===== src/rtl/pwm_multi_pkg.sv =====
// pwm_multi_pkg: shared definitions for the multi-channel PWM engine.
//   - register address map as seen through the register bridge
//   - CTRL / STATUS bit positions
//   - reset constants
//   - main counter direction type
//   - address-decode helper for the per-channel DUTY block
// Optional feature macro used by the core: PWM_CENTER_ALIGN_EN.
package pwm_multi_pkg;

  localparam logic [7:0] ADDR_CTRL      = 8'h00;
  localparam logic [7:0] ADDR_PSC       = 8'h01;
  localparam logic [7:0] ADDR_PERIOD    = 8'h02;
  localparam logic [7:0] ADDR_DT        = 8'h03;
  localparam logic [7:0] ADDR_STATUS    = 8'h04;
  localparam logic [7:0] ADDR_DUTY_BASE = 8'h10;

  localparam int CTRL_EN_BIT     = 0;
  localparam int CTRL_FORCE_BIT  = 1;
  localparam int CTRL_CENTER_BIT = 2;
  localparam int STATUS_UPD_BIT  = 0;

  localparam logic [15:0] RST_REG    = 16'h0000;
  localparam logic [15:0] RST_PERIOD = 16'hFFFF;

  typedef enum logic {
    DIR_UP   = 1'b0,
    DIR_DOWN = 1'b1
  } cnt_dir_e;

  // True when addr selects DUTY[n].
  function automatic logic duty_hit(input logic [7:0] addr, input int n);
    return addr == (ADDR_DUTY_BASE + 8'(n));
  endfunction

endpackage


===== src/rtl/pwm_deadtime.sv =====
// pwm_deadtime: dead-time insertion for one complementary output pair.
//   Every edge of raw_i forces both outputs low and (re)loads a countdown
//   with dt_i.  When the countdown expires, a_o follows raw_i and b_o its
//   complement.  Pulses shorter than the dead time are therefore swallowed.
//   With dt_i == 0, b_o is the exact complement of a_o.
// Ports:
//   clk_i   - clock
//   rst_n_i - asynchronous active-low reset (outputs low)
//   raw_i   - unregistered compare result for this channel
//   dt_i    - dead time in clk_i cycles
//   a_o     - high-side output (registered)
//   b_o     - low-side output (registered)
module pwm_deadtime #(
  parameter int DT_WIDTH = 8
) (
  input  logic                clk_i,
  input  logic                rst_n_i,
  input  logic                raw_i,
  input  logic [DT_WIDTH-1:0] dt_i,
  output logic                a_o,
  output logic                b_o
);

  localparam logic [DT_WIDTH-1:0] DT_ONE = DT_WIDTH'(1);

  logic                raw_q_r;
  logic [DT_WIDTH-1:0] dt_cnt_r;
  logic [DT_WIDTH-1:0] dt_cnt_s;
  logic                a_r;
  logic                b_r;
  logic                a_s;
  logic                b_s;

  // Next dead-time count and next output pair.
  always_comb begin
    dt_cnt_s = dt_cnt_r;
    a_s      = raw_i;
    b_s      = ~raw_i;
    if (raw_i != raw_q_r) begin
      // Edge: restart the gap; a zero gap passes the new level straight on.
      dt_cnt_s = dt_i;
      if (dt_i != '0) begin
        a_s = 1'b0;
        b_s = 1'b0;
      end else begin
        a_s = raw_i;
        b_s = ~raw_i;
      end
    end else if (dt_cnt_r != '0) begin
      dt_cnt_s = dt_cnt_r - DT_ONE;
      // The last count of the gap already releases the outputs.
      if (dt_cnt_r != DT_ONE) begin
        a_s = 1'b0;
        b_s = 1'b0;
      end else begin
        a_s = raw_i;
        b_s = ~raw_i;
      end
    end else begin
      dt_cnt_s = '0;
    end
  end

  // Compare register, dead-time counter and output pair registers.
  always_ff @(posedge clk_i or negedge rst_n_i) begin
    if (!rst_n_i) begin
      raw_q_r  <= 1'b0;
      dt_cnt_r <= '0;
      a_r      <= 1'b0;
      b_r      <= 1'b0;
    end else begin
      raw_q_r  <= raw_i;
      dt_cnt_r <= dt_cnt_s;
      a_r      <= a_s;
      b_r      <= b_s;
    end
  end

  assign a_o = a_r;
  assign b_o = b_r;

endmodule


===== src/rtl/pwm_multi_core.sv =====
// pwm_multi_core: parametrised multi-channel PWM engine behind the register
// bridge.  Shared prescaler and period counter, shadowed PERIOD/DUTY loaded
// at the period boundary, CH_NUM complementary pairs with dead time.
// Optional feature: define PWM_CENTER_ALIGN_EN to make CTRL[2] select an
// up-down (center-aligned) counter; otherwise CTRL[2] reads 0.
// Ports:
//   clk_i     - clock
//   rst_n_i   - asynchronous active-low reset
//   addr_i    - register address
//   wdata_i   - write data
//   wr_en_i   - one-cycle write strobe
//   rd_en_i   - one-cycle read strobe
//   rdata_o   - read data, registered, held until the next read
//   core_en_o - mirror of CTRL.EN
//   update_o  - one-cycle pulse per shadow load event
//   pwm_a_o   - high-side outputs, bit n = channel n
//   pwm_b_o   - low-side outputs, bit n = channel n
module pwm_multi_core
  import pwm_multi_pkg::*;
#(
  parameter int CH_NUM   = 8,
  parameter int WIDTH    = 16,
  parameter int DT_WIDTH = 8
) (
  input  logic              clk_i,
  input  logic              rst_n_i,
  input  logic [7:0]        addr_i,
  input  logic [15:0]       wdata_i,
  input  logic              wr_en_i,
  input  logic              rd_en_i,
  output logic [15:0]       rdata_o,
  output logic              core_en_o,
  output logic              update_o,
  output logic [CH_NUM-1:0] pwm_a_o,
  output logic [CH_NUM-1:0] pwm_b_o
);

  localparam logic [WIDTH-1:0] ONE_W = WIDTH'(1);

  logic                ctrl_en_r;
  logic                force_r;
  logic [WIDTH-1:0]    psc_r;
  logic [WIDTH-1:0]    period_r;
  logic [DT_WIDTH-1:0] dt_r;
  logic                upd_flag_r;
  logic [WIDTH-1:0]    duty_r    [CH_NUM];
  logic [WIDTH-1:0]    period_sh_r;
  logic [WIDTH-1:0]    duty_sh_r [CH_NUM];
`ifdef PWM_CENTER_ALIGN_EN
  logic                ctrl_center_r;
`endif

  logic [WIDTH-1:0]    psc_cnt_r;
  logic [WIDTH-1:0]    psc_cnt_s;
  logic [WIDTH-1:0]    cnt_r;
  logic [WIDTH-1:0]    cnt_s;
  cnt_dir_e            dir_r;
  cnt_dir_e            dir_s;
  logic                wrap_s;
  logic                update_evt_s;
  logic                update_r;

  logic                wr_ctrl_s;
  logic                wr_psc_s;
  logic                wr_period_s;
  logic                wr_dt_s;
  logic                wr_status_s;
  logic [WIDTH-1:0]    duty_rd_s;
  logic [15:0]         rd_s;
  logic [15:0]         rdata_r;
  logic [CH_NUM-1:0]   raw_s;
  logic [CH_NUM-1:0]   dt_a_s;
  logic [CH_NUM-1:0]   dt_b_s;

  assign wr_ctrl_s   = wr_en_i && (addr_i == ADDR_CTRL);
  assign wr_psc_s    = wr_en_i && (addr_i == ADDR_PSC);
  assign wr_period_s = wr_en_i && (addr_i == ADDR_PERIOD);
  assign wr_dt_s     = wr_en_i && (addr_i == ADDR_DT);
  assign wr_status_s = wr_en_i && (addr_i == ADDR_STATUS);

  // Control and timing preload registers; FORCE_UPD is a one-cycle pulse.
  always_ff @(posedge clk_i or negedge rst_n_i) begin
    if (!rst_n_i) begin
      ctrl_en_r     <= 1'b0;
      force_r       <= 1'b0;
      psc_r         <= RST_REG[WIDTH-1:0];
      period_r      <= RST_PERIOD[WIDTH-1:0];
      dt_r          <= RST_REG[DT_WIDTH-1:0];
`ifdef PWM_CENTER_ALIGN_EN
      ctrl_center_r <= 1'b0;
`endif
    end else begin
      force_r <= wr_ctrl_s & wdata_i[CTRL_FORCE_BIT];
      if (wr_ctrl_s) begin
        ctrl_en_r     <= wdata_i[CTRL_EN_BIT];
`ifdef PWM_CENTER_ALIGN_EN
        ctrl_center_r <= wdata_i[CTRL_CENTER_BIT];
`endif
      end
      if (wr_psc_s) begin
        psc_r <= wdata_i[WIDTH-1:0];
      end
      if (wr_period_s) begin
        period_r <= wdata_i[WIDTH-1:0];
      end
      if (wr_dt_s) begin
        dt_r <= wdata_i[DT_WIDTH-1:0];
      end
    end
  end

  // Per-channel DUTY preload registers.
  always_ff @(posedge clk_i or negedge rst_n_i) begin
    if (!rst_n_i) begin
      for (int n = 0; n < CH_NUM; n++) begin
        duty_r[n] <= RST_REG[WIDTH-1:0];
      end
    end else begin
      for (int n = 0; n < CH_NUM; n++) begin
        if (wr_en_i && duty_hit(addr_i, n)) begin
          duty_r[n] <= wdata_i[WIDTH-1:0];
        end
      end
    end
  end

  // Sticky update flag; a set in the same cycle as a clear wins.
  always_ff @(posedge clk_i or negedge rst_n_i) begin
    if (!rst_n_i) begin
      upd_flag_r <= 1'b0;
    end else if (update_evt_s) begin
      upd_flag_r <= 1'b1;
    end else if (wr_status_s && wdata_i[STATUS_UPD_BIT]) begin
      upd_flag_r <= 1'b0;
    end
  end

  // Prescaler and main counter next state; flags the period wrap.
  always_comb begin
    psc_cnt_s = psc_cnt_r;
    cnt_s     = cnt_r;
    dir_s     = dir_r;
    wrap_s    = 1'b0;
    if (!ctrl_en_r || force_r) begin
      psc_cnt_s = '0;
      cnt_s     = '0;
      dir_s     = DIR_UP;
    end else if (psc_cnt_r >= psc_r) begin
      psc_cnt_s = '0;
`ifdef PWM_CENTER_ALIGN_EN
      if (ctrl_center_r) begin
        case (dir_r)
          DIR_UP: begin
            if (cnt_r >= period_sh_r) begin
              // A period of 0 or 1 has no interior down-count values.
              if (period_sh_r <= ONE_W) begin
                cnt_s  = '0;
                wrap_s = 1'b1;
              end else begin
                cnt_s = cnt_r - ONE_W;
                dir_s = DIR_DOWN;
              end
            end else begin
              cnt_s = cnt_r + ONE_W;
            end
          end
          DIR_DOWN: begin
            // Reaching 0 on the way down is the period boundary.
            if (cnt_r <= ONE_W) begin
              cnt_s  = '0;
              dir_s  = DIR_UP;
              wrap_s = 1'b1;
            end else begin
              cnt_s = cnt_r - ONE_W;
            end
          end
          default: begin
            cnt_s = '0;
            dir_s = DIR_UP;
          end
        endcase
      end else begin
        dir_s = DIR_UP;
        if (cnt_r >= period_sh_r) begin
          cnt_s  = '0;
          wrap_s = 1'b1;
        end else begin
          cnt_s = cnt_r + ONE_W;
        end
      end
`else
      dir_s = DIR_UP;
      // >= keeps the counter bounded even if it ever sits above the top.
      if (cnt_r >= period_sh_r) begin
        cnt_s  = '0;
        wrap_s = 1'b1;
      end else begin
        cnt_s = cnt_r + ONE_W;
      end
`endif
    end else begin
      psc_cnt_s = psc_cnt_r + ONE_W;
    end
  end

  assign update_evt_s = wrap_s | force_r;

  // Counter state registers and update pulse.
  always_ff @(posedge clk_i or negedge rst_n_i) begin
    if (!rst_n_i) begin
      psc_cnt_r <= '0;
      cnt_r     <= '0;
      dir_r     <= DIR_UP;
      update_r  <= 1'b0;
    end else begin
      psc_cnt_r <= psc_cnt_s;
      cnt_r     <= cnt_s;
      dir_r     <= dir_s;
      update_r  <= update_evt_s;
    end
  end

  // Shadows follow the preloads while disabled, otherwise load on update.
  always_ff @(posedge clk_i or negedge rst_n_i) begin
    if (!rst_n_i) begin
      period_sh_r <= '0;
      for (int n = 0; n < CH_NUM; n++) begin
        duty_sh_r[n] <= '0;
      end
    end else if (!ctrl_en_r || update_evt_s) begin
      period_sh_r <= period_r;
      for (int n = 0; n < CH_NUM; n++) begin
        duty_sh_r[n] <= duty_r[n];
      end
    end
  end

  // Raw compare per channel; registered inside the dead-time stage.
  always_comb begin
    raw_s = '0;
    for (int n = 0; n < CH_NUM; n++) begin
      raw_s[n] = ctrl_en_r & (cnt_r < duty_sh_r[n]);
    end
  end

  // Read-data multiplexer; unmapped addresses return 0.
  always_comb begin
    duty_rd_s = '0;
    for (int n = 0; n < CH_NUM; n++) begin
      duty_rd_s = duty_rd_s | (duty_hit(addr_i, n) ? duty_r[n] : '0);
    end
    rd_s = 16'h0000;
    case (addr_i)
      ADDR_CTRL: begin
        rd_s[CTRL_EN_BIT] = ctrl_en_r;
`ifdef PWM_CENTER_ALIGN_EN
        rd_s[CTRL_CENTER_BIT] = ctrl_center_r;
`endif
      end
      ADDR_PSC:    rd_s[WIDTH-1:0]    = psc_r;
      ADDR_PERIOD: rd_s[WIDTH-1:0]    = period_r;
      ADDR_DT:     rd_s[DT_WIDTH-1:0] = dt_r;
      ADDR_STATUS: rd_s[STATUS_UPD_BIT] = upd_flag_r;
      default:     rd_s[WIDTH-1:0]    = duty_rd_s;
    endcase
  end

  // Read data register, captured on the read strobe only.
  always_ff @(posedge clk_i or negedge rst_n_i) begin
    if (!rst_n_i) begin
      rdata_r <= 16'h0000;
    end else if (rd_en_i) begin
      rdata_r <= rd_s;
    end
  end

  for (genvar n = 0; n < CH_NUM; n++) begin : g_ch
    pwm_deadtime #(
      .DT_WIDTH (DT_WIDTH)
    ) u_deadtime (
      .clk_i   (clk_i),
      .rst_n_i (rst_n_i),
      .raw_i   (raw_s[n]),
      .dt_i    (dt_r),
      .a_o     (dt_a_s[n]),
      .b_o     (dt_b_s[n])
    );
  end

  // While disabled the low side would sit high on a zero compare; mask both.
  assign pwm_a_o   = dt_a_s & {CH_NUM{ctrl_en_r}};
  assign pwm_b_o   = dt_b_s & {CH_NUM{ctrl_en_r}};
  assign rdata_o   = rdata_r;
  assign core_en_o = ctrl_en_r;
  assign update_o  = update_r;

endmodule

===== config.mk =====
export PLATFORM = sky130hd
export DESIGN_NAME = pwm_multi_core
export DESIGN_NICKNAME = d
export VERILOG_FILES = /design/src/rtl/pwm_multi_pkg.sv /design/src/rtl/pwm_deadtime.sv /design/src/rtl/pwm_multi_core.sv
export SDC_FILE = /design/constraint.sdc
export NUM_CORES = 1
export LEC_CHECK = 0
export BUFFER_PORTS_ARGS = -buffer_cell sky130_fd_sc_hd__buf_2
export CORE_MARGIN = 2
export CORE_UTILIZATION = 38
export CTS_CLUSTER_DIAMETER = 50
export DETAILED_ROUTE_END_ITERATION = 6
export GPL_ROUTABILITY_DRIVEN = 0
export PLACE_DENSITY = 0.59
export SKIP_LAST_GASP = 1
export SYNTH_ARGS = -nofsm -noshare
export SYNTH_HDL_FRONTEND = slang
export SYNTH_SLANG_ARGS = --single-unit

===== constraint.sdc =====
create_clock -name clk_i -period 2.83 [get_ports clk_i]
set_clock_uncertainty 0.05 [all_clocks]
set_input_delay 0.7075 -clock clk_i [delete_from_list [all_inputs] [get_ports clk_i]]
set_output_delay 0.7075 -clock clk_i [all_outputs]
set_load 0.02 [all_outputs]

Yosys cells after proc, flatten, opt, wreduce, memory -nomap -nowiden
Cells that the tools add are included.
{ "classes": {"addsub": 10, "n_mul": 0, "n_div": 0, "magnitude_cmp": 10, "eq_ne": 28, "n_shift": 0, "n_mux": 101, "bitwise": 27, "n_reduce_logical": 31} }
{ "ops": {"columns": ["op", "count"], "rows": [
  ["two-way mux 16 bit", 13],
  ["less-than comparator 16 bit", 8],
  ["two-way mux 8 bit", 16],
  ["OR 16 bit", 7],
  ["nonzero test 8 bit", 9],
  ["two-way mux 1 bit", 69],
  ["== test 8 x 5 -> 1 bit (second input constant)", 8],
  ["!= test 8 x 1 -> 1 bit (second input constant)", 8],
  ["subtractor 8 x 1 -> 8 bit (second input constant)", 8],
  ["adder 16 x 1 -> 16 bit (second input constant)", 2],
  ["greater-or-equal comparator 16 bit", 2],
  ["one-hot mux 7 bit (4 select lines)", 1],
  ["one-hot mux 8 bit (3 select lines)", 1],
  ["bitwise AND 8 bit", 2],
  ["== test 8 x 2 -> 1 bit (second input constant)", 2],
  ["logical AND 1 bit", 14],
  ["bitwise AND 1 bit", 9],
  ["== test 8 x 1 -> 1 bit (second input constant)", 1],
  ["== test 8 x 3 -> 1 bit (second input constant)", 1],
  ["logical NOT 8 bit", 1],
  ["!= test 1 bit", 8],
  ["inverter 1 bit", 8],
  ["one-hot mux 1 bit (5 select lines)", 1],
  ["nonzero test 2 bit", 2],
  ["5 further kinds", 6]
]} }
{ "word_totals": {"regBits": 452, "latchBits": 0, "ram_bits": 0, "rom_bits": 0, "inputBits": 28, "out_inout_bits": 34, "word_cells": 266, "mem_count": 0} }

Longest topological paths before layout
{ "logic_depth": {"ltp_word": 10, "mapped_depth": 14, "ltp_nobuf": 9} }

Cells and area by module
Synthesis repeated with hierarchy kept, for this count alone.
{ "hier_totals": {"hier_cells": 2218, "area_unflattened_um2": 24379.6} }
{ "by_module_without_submodules": {"columns": ["module", "n_inst", "cells_per_inst", "area_each_um2"], "rows": [
  ["pwm_multi_core", 1, 1730, 19505.0],
  ["pwm_deadtime", 8, 61, 609.3]
]} }

Worst setup path before layout
OpenSTA, ideal clock, no wires.
{ "synth_path": {"path_type": "register to register", "start": "register cnt_r[11]", "end": "register duty_sh_r[96] in the netlist's numbering", "t_arrival_ns": 2.474, "required_ns": 2.653, "setup_slack_ns": 0.179, "path_stages_with_launch": 12, "period_less_slack_ns": 2.651, "path_cell_list": "dfrtp_1 > ha_1 > a211o_1 > a21oi_1 > o21ai_0 > a221oi_1 > nand3b_1 > buf_2 > and2_1 > buf_2 > buf_6 > mux2_1"} }
{ "synth_between": {"elab_chain_cells": 6} }
{ "synth_rtl": {"columns": ["element", "line", "rtl"], "rows": [
  ["start: declaration", "pwm_multi_core.sv:55", "logic [WIDTH-1:0] cnt_r;"],
  ["start signal: assignment", "pwm_multi_core.sv:217", "cnt_r <= cnt_s;"],
  ["greater-or-equal comparator 16 bit", "pwm_multi_core.sv:194", "if (cnt_r >= period_sh_r) begin"],
  ["two-way mux 1 bit", "pwm_multi_core.sv:194", null],
  ["two-way mux 1 bit", "pwm_multi_core.sv:148", "end else if (psc_cnt_r >= psc_r) begin"],
  ["two-way mux 1 bit", "pwm_multi_core.sv:144", "if (!ctrl_en_r || force_r) begin"],
  ["OR 1 bit", "pwm_multi_core.sv:206", "assign update_evt_s = wrap_s | force_r;"],
  ["logical OR 1 bit", "pwm_multi_core.sv:230", "end else if (!ctrl_en_r || update_evt_s) begin"],
  ["end signal: indexed assignment", "pwm_multi_core.sv:233", "duty_sh_r[n] <= duty_r[n];"],
  ["end: declaration", "pwm_multi_core.sv:48", "logic [WIDTH-1:0] duty_sh_r [CH_NUM];"]
]} }
No other way between the ends.
A chain may end at the register's enable or synchronous reset.

Final worst setup path
{ "layout_path": {"start": "register cnt_r[2]", "end": "register g_ch[2].u_deadtime.dt_cnt_r[4]"} }
{ "layout_between": {"elab_chain_cells": 4} }
{ "layout_rtl": {"columns": ["element", "line", "rtl"], "rows": [
  ["less-than comparator 16 bit", "pwm_multi_core.sv:242", "raw_s[n] = ctrl_en_r & (cnt_r < duty_sh_r[n]);"],
  ["bitwise AND 1 bit", "pwm_multi_core.sv:242", null],
  ["via g_ch[2].u_deadtime.raw_i", "pwm_deadtime.sv:18", "input logic raw_i,"],
  ["!= test 1 bit", "pwm_deadtime.sv:39", "if (raw_i != raw_q_r) begin"],
  ["two-way mux 8 bit", "pwm_deadtime.sv:39", null],
  ["via g_ch[2].u_deadtime.dt_cnt_s[4]", "pwm_deadtime.sv:28", "logic [DT_WIDTH-1:0] dt_cnt_s;"],
  ["end signal: assignment", "pwm_deadtime.sv:73", "dt_cnt_r <= dt_cnt_s;"],
  ["end: declaration", "pwm_deadtime.sv:27", "logic [DT_WIDTH-1:0] dt_cnt_r;"]
]} }
The timed path passes the listed nets, and every way through them passes these cells.

==> metrics.md <==
| Metric | Value |
|---|---|
| Yosys reg bits | `452` |
| Global Route Usage Sum | `22.7%` |
| # diodes | `0` |
| Internal power | `0.0143 W` |
| Initial Util | `38.4%` |
| Final Slew Violations | `0` |
| Vias per std cell | `5.53` |
| Die Y | `256 µm` |
| Sw Pwr | `0.00576 W` |
| Routed wire length | `76100 µm` |
| Hold WS | `0.391 ns` |
| Reg2reg path depth | `9` |
| Post-synth EDFFs | `0` |
| Ports | `62` |
| Longest Clk Path Bufs | `3` |
| DR iter-0 viols | `1618` |
| Placed Instances | `3302` |
| Tcrit/Tclk final | `98.5%` |
| # setup viols final | `0` |
| Most frequent cell after synthesis | `dfrtp_1` |
| Placement Rows | `92` |
| Synth area leaders | `dfrtp_1, mux2_2, ha_1` |
| RSZ-0062 raised after global routing | `true` |
| Max-capacitance violation count | `0` |
| Worst path cell trace | `buf_4 -> ha_1 -> o21ai_1 -> a2111oi_4 -> o2111a_2 -> o21ai_4 -> xnor2_4 -> buf_12 -> mux2_4` |
| Fill cell count | `5763` |
| Port bufs | `61` |
| Synth-to-layout area growth | `22.9%` |
| Clock net sink count | `452` |
| DRT Pass-1 Iters | `5` |
| Worst EP arrival | `3.24 ns` |
| Worst-case vdd ir drop | `531 µV` |
| Mapped cell area | `24200 µm²` |
| Peak fanout along the critical path | `7` |
| Cell type with the largest total area after synthesis | `dfrtp_1` |
| Clock root buffer | `clkbuf_16` |
| Leakage | `13.8 nW` |
| Total grt overflow | `0` |
| H-tree Lvls | `2` |
| Post-synth net total | `2531` |
| Via count | `18995` |
| Largest net degree at the start of global routing | `79` |
| Global-route wire length before repair | `116000 µm` |
| Slew headroom | `34.6%` |
| CP max-delay cell | `a2111oi_4` |
| Die W | `256 µm` |
| Ys Warns | `0` |
| Clk pwr share | `40.4%` |
| Non-filler cells, final | `3434` |
| Comb power frac | `20.3%` |
| Crit path largest cell delay | `0.49 ns` |
| Crit end category | `flip-flop` |
| Worst-margin pin slew | `0.972 ns` |
| Final hold violation count | `0` |
| Most common flop cell mapped by yosys | `dfrtp_1` |
| Max Freq | `359 MHz` |
| CTS tree | `yes` |
| Final core occ | `47.2%` |
| Vias in the first global route | `19212` |
| Full die area | `65600 µm²` |
| ANT nets after route | `0` |
| Layout cells sized above 1 | `28.2%` |
| Status | `finished, final reports clean` |
| PD cells | `675 nW/µm²` |
| Core ar. | `63000 µm²` |
| Post-synth ARST share | `100%` |
| Hold Path Class | `in2reg` |
| Net Sw Frac | `28.7%` |
| WL per Instance | `22.2 µm` |
| Final worst slack | `0.0432 ns` |
| Hold path cells | `3` |
| Distinct cells, synth | `69` |
| Commonest cells post-synth | `dfrtp_1, mux2_2, o21ai_0` |
| Avg Cell Area, Syn | `10.4 µm²` |
| Reg power frac | `39.3%` |
| Min cycle time layout | `2.79 ns` |
| Worst setup SP type | `flip-flop` |
| Critical path class | `reg2reg` |
| Worst endpoint required time | `3.28 ns` |
| Num CTS Buffers | `57` |
| Final #Nets | `2745` |
| Worst-path clk slew | `0.06 ns` |
| Post-Syn Instances | `2325` |
| Initial antenna violation count | `1` |
| DRC viols | `0` |
| Dpl ws | `-0.389 ns` |
| Placed wire-length estimate | `54500 µm` |
| Multi-input combinational cell area | `12100 µm²` |
| Yosys top cell area share | `45.1%` |
| Clk_lat worst skew | `0.63 ns` |
| Register Area | `11300 µm²` |
| Final Power | `0.0201 W` |
| Sequential area share after synthesis | `46.9%` |
-- cell type report --
type	count	share of cell area, %
sequential	452	38.2
inverter	190	2.40
tap	846	3.56
clock inverter	34	1.79
timing repair buffer	278	7.95
multi-input combinational	1560	40.8
clock buffer	74	5.36
-- routing by layer --
| metal | wire, µm | vias up | track usage, % |
|---|---|---|---|
| met1 | 33500 | 9481 | 31.3 |
| met3 | 5210 | 169 | 4.04 |
| met5 | 11 | - | 0 |
| met4 | 2930 | 2 | 8.04 |
| li1 | - | 8639 | - |
| met2 | 34500 | 704 | 36.0 |
-- per-stage QoR --
step	area (µm²)	TNS, ns
3_5_place_dp	26700	-13.69
2_1_floorplan	24200	0
4_1_cts	29100	0
3_3_place_gp	26700	-7.53
6_report	29700	0
5_1_grt	29700	-0.177
-- sequential cells by signal (all words and copies together) (netlist names) --
name                      flops
period_r                     16
force_r                       1
upd_flag_r                    1
core_en_o                     1
g_ch.u_deadtime.b_o           8
g_ch.u_deadtime.dt_cnt_r     64
g_ch.u_deadtime.a_o           8
psc_r                        16
psc_cnt_r                    16
period_sh_r                  16
update_o                      1
g_ch.u_deadtime.raw_q_r       8
dt_r                          8
duty_sh_r                   128
cnt_r                        16
duty_r                      128
rdata_o                      16
-- power by group through the flow --
| stage | Combinational, W | Sequential (W) | Clock (W) |
|---|---|---|---|
| CTS | 0.00386 | 0.00787 | 0.00824 |
| global route | 0.00451 | 0.00799 | 0.00850 |
| detailed placement | 0.00374 | 0.00798 | 0 |
| global placement | 0.00357 | 0.00793 | 0 |
| finish | 0.00407 | 0.00789 | 0.00810 |
| floorplan | 0.00265 | 0.00779 | 0 |
-- layout by cell type (no fill, tap or decap), drive strengths merged, types with 18 or more instances in the layout --
cell / instances
dfrtp: 436
buf: 273
mux2: 246
o21ai: 240
inv: 193
ha: 178
nand3: 154
nor2: 137
nand2: 113
clkbuf: 77
a21oi: 74
xnor2: 44
and2: 43
nor3: 41
a22oi: 21
mux2i: 19
nand2b: 19
a221oi: 18
-- path summary, 6_finish.rpt --
check | start | to | slack [ns]
worst max-delay path | cnt_r[2] | g_ch[2].u_deadtime.dt_cnt_r[4] | 0.04
worst min-delay path | wr_en_i | force_r | 0.39
worst max register to register | cnt_r[2] | g_ch[2].u_deadtime.dt_cnt_r[4] | 0.04
worst min register to register | upd_flag_r | upd_flag_r | 0.45
min in group asynchronous | rst_n_i | duty_sh_r[4] | 0.60
max in group asynchronous | rst_n_i | duty_sh_r[13] | 1.25
-- worst max-delay path, delay by kind of cell, from the launching register on --
kind	cells	cell delay, ns
fa+ha+maj	1	0.27
buf+inv	2	0.32
xor+xnor	1	0.24
mux	1	0.30
flops	1	0.42
compound gates	4	1.05
-- cell families after synthesis --
| family | synth area share [%] |
|---|---|
| fa+ha+maj | 9.22 |
| compound gates | 11.4 |
| simple gates | 12.3 |
| buf+inv | 5.09 |
| mux | 12.5 |
| xor+xnor | 2.55 |
| flops | 46.9 |
-- repair_timing --
action,4_1_cts,5_1_grt
cloned,2,4
pin swaps,12,33
gates resized for setup,29,137
hold buffers,1,0
buffers inserted,6,13
endpoints found under the hold margin,15,0
endpoints found under the setup margin,129,239
No activity file was read; power rests on OpenSTA's default activity.
